[config.mk]
export PLATFORM = sky130hd
export DESIGN_NAME = ucitavanje_uzorka
export DESIGN_NICKNAME = d
export VERILOG_FILES = /design/src/rtl/ucitavanje_uzorka.sv
export SDC_FILE = /design/constraint.sdc
export NUM_CORES = 2
export LEC_CHECK = 0
export CAP_MARGIN = 20
export CORE_MARGIN = 1
export CORE_UTILIZATION = 49
export DETAILED_ROUTE_END_ITERATION = 16
export HOLD_SLACK_MARGIN = 0.06
export PLACE_DENSITY = 0.84
export SETUP_SLACK_MARGIN = 0.15
export SLEW_MARGIN = 0
export SYNTH_ARGS = -nofsm -noshare
export SYNTH_HDL_FRONTEND = slang
export SYNTH_SLANG_ARGS = --single-unit
[constraint.sdc]
create_clock -name clk -period 3.5 [get_ports clk]
set_clock_uncertainty 0.1 [all_clocks]
set_input_delay 0.7 -clock clk [delete_from_list [all_inputs] [get_ports clk]]
set_output_delay 0.7 -clock clk [all_outputs]
set_load 0.005 [all_outputs]
[src/rtl/ucitavanje_uzorka.sv]
// ucitavanje_uzorka
// Collects BROJ_ULAZA serial sample words into a parallel vector for the neuron
// stage. When the frame is complete, the block holds the vector for LATENCIJA
// clock edges while the neuron computes, and then signals that the result is
// valid.
//
// Ports:
//   clk            - single clock; all state changes on its rising edge
//   rst            - synchronous, active-high reset
//   ulaz_podatak   - serial sample word
//   ulaz_valid     - ulaz_podatak is valid this cycle
//   ulaz_spreman   - the block accepts a word this cycle
//   prekid         - discard the partially collected frame (ignored while waiting)
//   uzorak         - registered parallel vector; word k sits at [SIRINA*k +: SIRINA]
//   uzorak_valid   - one-cycle pulse: a new vector is present on uzorak
//   rezultat_valid - one-cycle pulse: the neuron output for the latest vector is valid
//   brojac         - number of words accepted in the current frame
module ucitavanje_uzorka #(
    parameter int unsigned BROJ_ULAZA = 60,
    parameter int unsigned SIRINA     = 16,
    parameter int unsigned LATENCIJA  = 3
) (
    input  logic                           clk,
    input  logic                           rst,
    input  logic [SIRINA-1:0]              ulaz_podatak,
    input  logic                           ulaz_valid,
    output logic                           ulaz_spreman,
    input  logic                           prekid,
    output logic [BROJ_ULAZA*SIRINA-1:0]   uzorak,
    output logic                           uzorak_valid,
    output logic                           rezultat_valid,
    output logic [5:0]                     brojac
);

    typedef enum logic [0:0] {StPunjenje, StCekanje} stanje_e;

    // The last word goes straight from the input into uzorak, so the shadow
    // buffer only needs to hold the first BROJ_ULAZA-1 words.
    localparam int unsigned BufW       = SIRINA * (BROJ_ULAZA - 1);
    localparam logic [5:0]  ZadnjiIdx  = 6'(BROJ_ULAZA - 1);
    localparam logic [3:0]  ZadnjiTakt = 4'(LATENCIJA - 1);

    stanje_e                         stanje_q, stanje_d;
    logic [5:0]                      brojac_q, brojac_d;
    logic [BufW-1:0]                 buf_q, buf_d;
    logic [BROJ_ULAZA*SIRINA-1:0]    uzorak_q, uzorak_d;
    logic                            uzorak_valid_q, uzorak_valid_d;
    logic                            rezultat_valid_q, rezultat_valid_d;
    logic [3:0]                      takt_q, takt_d;

    assign ulaz_spreman   = (stanje_q == StPunjenje) && !rst;
    assign uzorak         = uzorak_q;
    assign uzorak_valid   = uzorak_valid_q;
    assign rezultat_valid = rezultat_valid_q;
    assign brojac         = brojac_q;

    always_comb begin
        stanje_d         = stanje_q;
        brojac_d         = brojac_q;
        buf_d            = buf_q;
        uzorak_d         = uzorak_q;
        takt_d           = takt_q;
        uzorak_valid_d   = 1'b0;
        rezultat_valid_d = 1'b0;

        unique case (stanje_q)
            StPunjenje: begin
                if (prekid) begin
                    // Dropping the count is enough to discard the frame: stale
                    // slots are overwritten before they are ever loaded again.
                    brojac_d = '0;
                end else if (ulaz_valid) begin
                    if (brojac_q == ZadnjiIdx) begin
                        uzorak_d       = {ulaz_podatak, buf_q};
                        uzorak_valid_d = 1'b1;
                        brojac_d       = '0;
                        takt_d         = '0;
                        stanje_d       = StCekanje;
                    end else begin
                        buf_d[SIRINA*int'(brojac_q) +: SIRINA] = ulaz_podatak;
                        brojac_d = brojac_q + 6'd1;
                    end
                end
            end
            StCekanje: begin
                // takt_q counts edges since the load edge, minus one.
                if (takt_q == ZadnjiTakt) begin
                    rezultat_valid_d = 1'b1;
                    takt_d           = '0;
                    stanje_d         = StPunjenje;
                end else begin
                    takt_d = takt_q + 4'd1;
                end
            end
            default: stanje_d = StPunjenje;
        endcase
    end

    always_ff @(posedge clk) begin
        if (rst) begin
            stanje_q         <= StPunjenje;
            brojac_q         <= '0;
            buf_q            <= '0;
            uzorak_q         <= '0;
            uzorak_valid_q   <= 1'b0;
            rezultat_valid_q <= 1'b0;
            takt_q           <= '0;
        end else begin
            stanje_q         <= stanje_d;
            brojac_q         <= brojac_d;
            buf_q            <= buf_d;
            uzorak_q         <= uzorak_d;
            uzorak_valid_q   <= uzorak_valid_d;
            rezultat_valid_q <= rezultat_valid_d;
            takt_q           <= takt_d;
        end
    end

endmodule

==> results.py <==
metrics = {
    "detailed_routing": {
        "totalWireLength_microns": 293000,
        "drc": 0,
        "antenna_left": 0,
        "dr.pass1.iters": 9,
        "via_count": 66737,
        "routedWlPerCell_microns": 25.7,
        "drtIter0Drc": 7537,
        "viasPerCell": 5.85,
    },
    "synth": {
        "yosysWarnings": 0,
        "synthArstFlopShare_pct": 0,
        "syn-instance-count": 8507,
        "yosysTopAreaCell": "dfxtp_1",
        "synth_area_leaders": "dfxtp_1 55%, nand2_1 15%, a21oi_1 10%",
        "synthMuxAreaShare_pct": 3.40,
        "seq_area_frac_synth_pct": 54.8,
        "synth_top_family_by_area": "simple AND/OR/NAND/NOR gates",
        "synth_fp_nets": 8532,
        "synth_flop_cell": "dfxtp_1",
        "syn_avg_cell_area_sq_um": 8.24,
        "synth_top_area_share_pct": 54.8,
        "synth_edf_count": 0,
        "synth_compound_area_share_pct": 13.9,
        "mappedNetlistArea_sq_mm": 0.0701,
        "yosys.area_share.simple_pct": 23.6,
        "synth_seq_cells": 1917,
        "synthXorXnorAreaFrac_pct": 0.100,
        "ys_types": 70,
        "synth_fa_ha_area_share_pct": 0.0893,
    },
    "global_route": {
        "grt_pass1_wl_microns": 417000,
        "grt.overflow.total": 0,
        "grt_pass1_vias": 62242,
        "track_usage_pct": 38.8,
        "antenna_found_initial": 13,
        "grt_max_degree": 238,
    },
    "worst_setup_path": {
        "cp.arrival_ns": 4.03,
        "worstReg2RegStart": "brojac[0]$_SDFFE_PP0P_",
        "crit_path_max_incr_delay_ns": 0.56,
        "cp_max_fo": 6,
        "cp-startpoint": "brojac[0]$_SDFFE_PP0P_",
        "slowest_stage": "nor2_1",
        "cp-end-kind": "register",
        "critPathLaunchType": "register",
        "ff2ff_setup_slack_ns": 0.14,
        "path_class": "register to register",
        "path_cells": "clkinv_1 > ha_2 > buf_4 > nor3b_1 > nand2_1 > nor2_1 > buf_4 > nand2_1 > o21ai_0",
        "required_ns": 4.17,
    },
    "placement": {
        "place_congestion": 1.01,
        "dp.cells": 11049,
        "place_area_sq_mm": 0.0842,
        "dpl.hpwl_microns": 204000,
        "numPortBuffers": 988,
    },
    "sta": {
        "finalSetupViolations": 0,
        "max_freq_mhz": 298,
        "tightest_slew_ns": 1.22,
        "maxSlewViolCount": 0,
        "hold_viol": 0,
        "period_needed_ns": 3.36,
        "rsz0062_at_grt": "no",
        "slew_headroom_pct": 18.4,
        "fin_crit_sh_pct": 95.9,
    },
    "cts": {
        "cts_hold_buf": 0,
        "clk_pin_slew_ns": 0.07,
        "post_cts_buffers": 0,
        "cts_tree": "yes",
        "cts_max_path_buffers": 3,
        "cts_root_buf": "clkbuf_16",
        "cts_htree_levels": 4,
        "clock_sinks": 1917,
        "cts_buffers": 187,
        "insertion_delay_ns": 0.86,
    },
    "floorplan": {
        "rows": 138,
        "start_util_pct": 49.4,
        "die_area_sq_mm": 0.145,
        "die-width_microns": 380,
        "num_io_pins": 989,
        "core_sq_mm": 0.142,
        "die_y_microns": 380,
    },
    "power": {
        "sw_frac_of_total_pct": 23.4,
        "power_switching_w": 0.0105,
        "max-vdd-ir-drop_uv": 600,
        "p_total_w": 0.0448,
        "power.leakage_nw": 30.6,
        "pwr-share-seq_pct": 48.7,
        "p_clk_share_pct": 47.6,
        "p_int_w": 0.0343,
        "combPwrFrac_pct": 3.7,
        "cellPowerDensity_mw_per_mm2": 493,
    },
    "hold_path": {
        "hold_path_class": "input port to register",
        "hp-start": "rst",
    },
    "layout": {
        "final_util_pct": 64.1,
        "multi_input_area_sq_mm": 0.0294,
        "area_growth_pct": 29.6,
        "stdcell_area_sq_mm": 0.0909,
        "register_area_sq_mm": 0.0384,
        "fill_cells": 11427,
        "nets": 9373,
        "fin_cells": 11402,
        "drive_gt1_share_pct": 9.00,
    },
    "job": {
        "maxCapViolations": 0,
    },
    "outcome": {
        "outcome": "complete, no violations",
    },
}
==> state kept, by name (all words and copies together), names as in the netlist <==
register and count:
brojac 6, uzorak_valid 1, buf_q 944, rezultat_valid 1
uzorak 960, stanje_q 1, takt_q 4
==> synthesized netlist by cell type (19+ instances only) <==
cell type / number
dfxtp_1: 1917
nand2_1: 2723
clkbuf_1: 668
buf_1: 23
a41o_1: 19
nor2b_1: 27
nor3_1: 25
o31ai_1: 78
a21oi_1: 1445
or3_1: 58
nand3_1: 273
buf_2: 46
nand2b_1: 250
nor2_1: 130
inv_1: 25
mux2i_1: 227
o21ai_0: 133
nand4_1: 47
nand3b_1: 179
==> metrics by stage <==
stage	setup WS [ns]	TNS (ns)	hold WS, ns
after floorplan	0.153	0	0.327
after global routing	0.164	0	0.119
after detailed placement	-0.0951	-0.919	0.341
final	0.144	0	0.120
after CTS	0.174	0	0.0744
after global placement	-0.116	-2.06	0.337
==> worst max-delay path, delay by kind of cell, from the launching register on <==
| kind | cells | cell delay, ns |
|---|---|---|
| and+or+nand+nor | 4 | 1.70 |
| buffers and inverters | 3 | 0.49 |
| DFF | 1 | 0.43 |
| adders and majority gates | 1 | 0.34 |
| AOI/OAI and AO/OA | 1 | 0.23 |
==> cell usage in the layout, fill, tap and decap left out, drive strengths merged, types with 11 or more instances in the layout <==
master,instances
a21oi,1445
dfxtp,1917
buf,420
o2111ai,16
nor4,15
nor3,29
clkbuf,265
or3,58
nand4,48
inv,33
a311oi,17
nand3,275
mux2i,227
a211oi,20
a41o,19
o21ai,135
o31ai,78
bufinv,15
nor2,130
nand2,2724
clkdlybuf4s50,971
nand3b,179
clkinv,52
nand2b,250
and3,11
nor2b,27
o211ai,14
a2111oi,16
==> routing by layer <==
metal  up-vias  GRT usage, %  share of wire, %
li1      29911             -                 -
met1     32077          48.3                38
met2      3810          58.0                43
met3       931          10.8                11
met4         8          27.0               8.0
met5         -             0             0.018
==> cell type report <==
cell class	count	area share (%)
Antenna cell	7	0.0193
Clock buffer	265	6.04
Clock inverter	81	1.21
Inverter	27	0.112
Multi-Input combinational cell	5824	32.4
Sequential cell	1917	42.2
Tap cell	1890	2.60
Timing Repair Buffer	1391	15.4
==> power groups by stage <==
stage | combinational, W | sequential (W) | clock [W]
3_5_place_dp | 0.00159 | 0.0223 | 0
4_1_cts | 0.00160 | 0.0218 | 0.0214
3_3_place_gp | 0.00158 | 0.0223 | 0
2_1_floorplan | 0.000786 | 0.0223 | 0
5_1_grt | 0.00167 | 0.0218 | 0.0223
6_report | 0.00167 | 0.0218 | 0.0213
==> path summary, 6_finish.rpt <==
kind	to	cells past startpoint
min	buf_q[234]$_SDFFE_PP0P_	2
max reg2reg	buf_q[736]$_SDFFE_PP0P_	9
max	buf_q[736]$_SDFFE_PP0P_	9
min reg2reg	uzorak[875]$_SDFFE_PP0P_	2
==> logic make-up (layout without fill, tap and decap cells) <==
| group | Yosys count | after routing |
|---|---|---|
| XOR/XNOR | 8 | 8 |
| flip-flops | 1917 | 1917 |
| adder cells (fa/ha/maj) | 5 | 5 |
| buffers and inverters | 766 | 1764 |
| multiplexers | 237 | 237 |
| AO/OA/AOI/OAI | 1791 | 1791 |
| other | 0 | 7 |
| AND/OR/NAND/NOR | 3783 | 3783 |
==> repair_timing <==
| action | CTS | global route |
|---|---|---|
| pin swaps | 0 | 0 |
| endpoints found under the setup margin | 11 | 65 |
| resized for setup | 1 | 3 |
| cloned | 0 | 0 |
(Power assumes the default switching activity.)
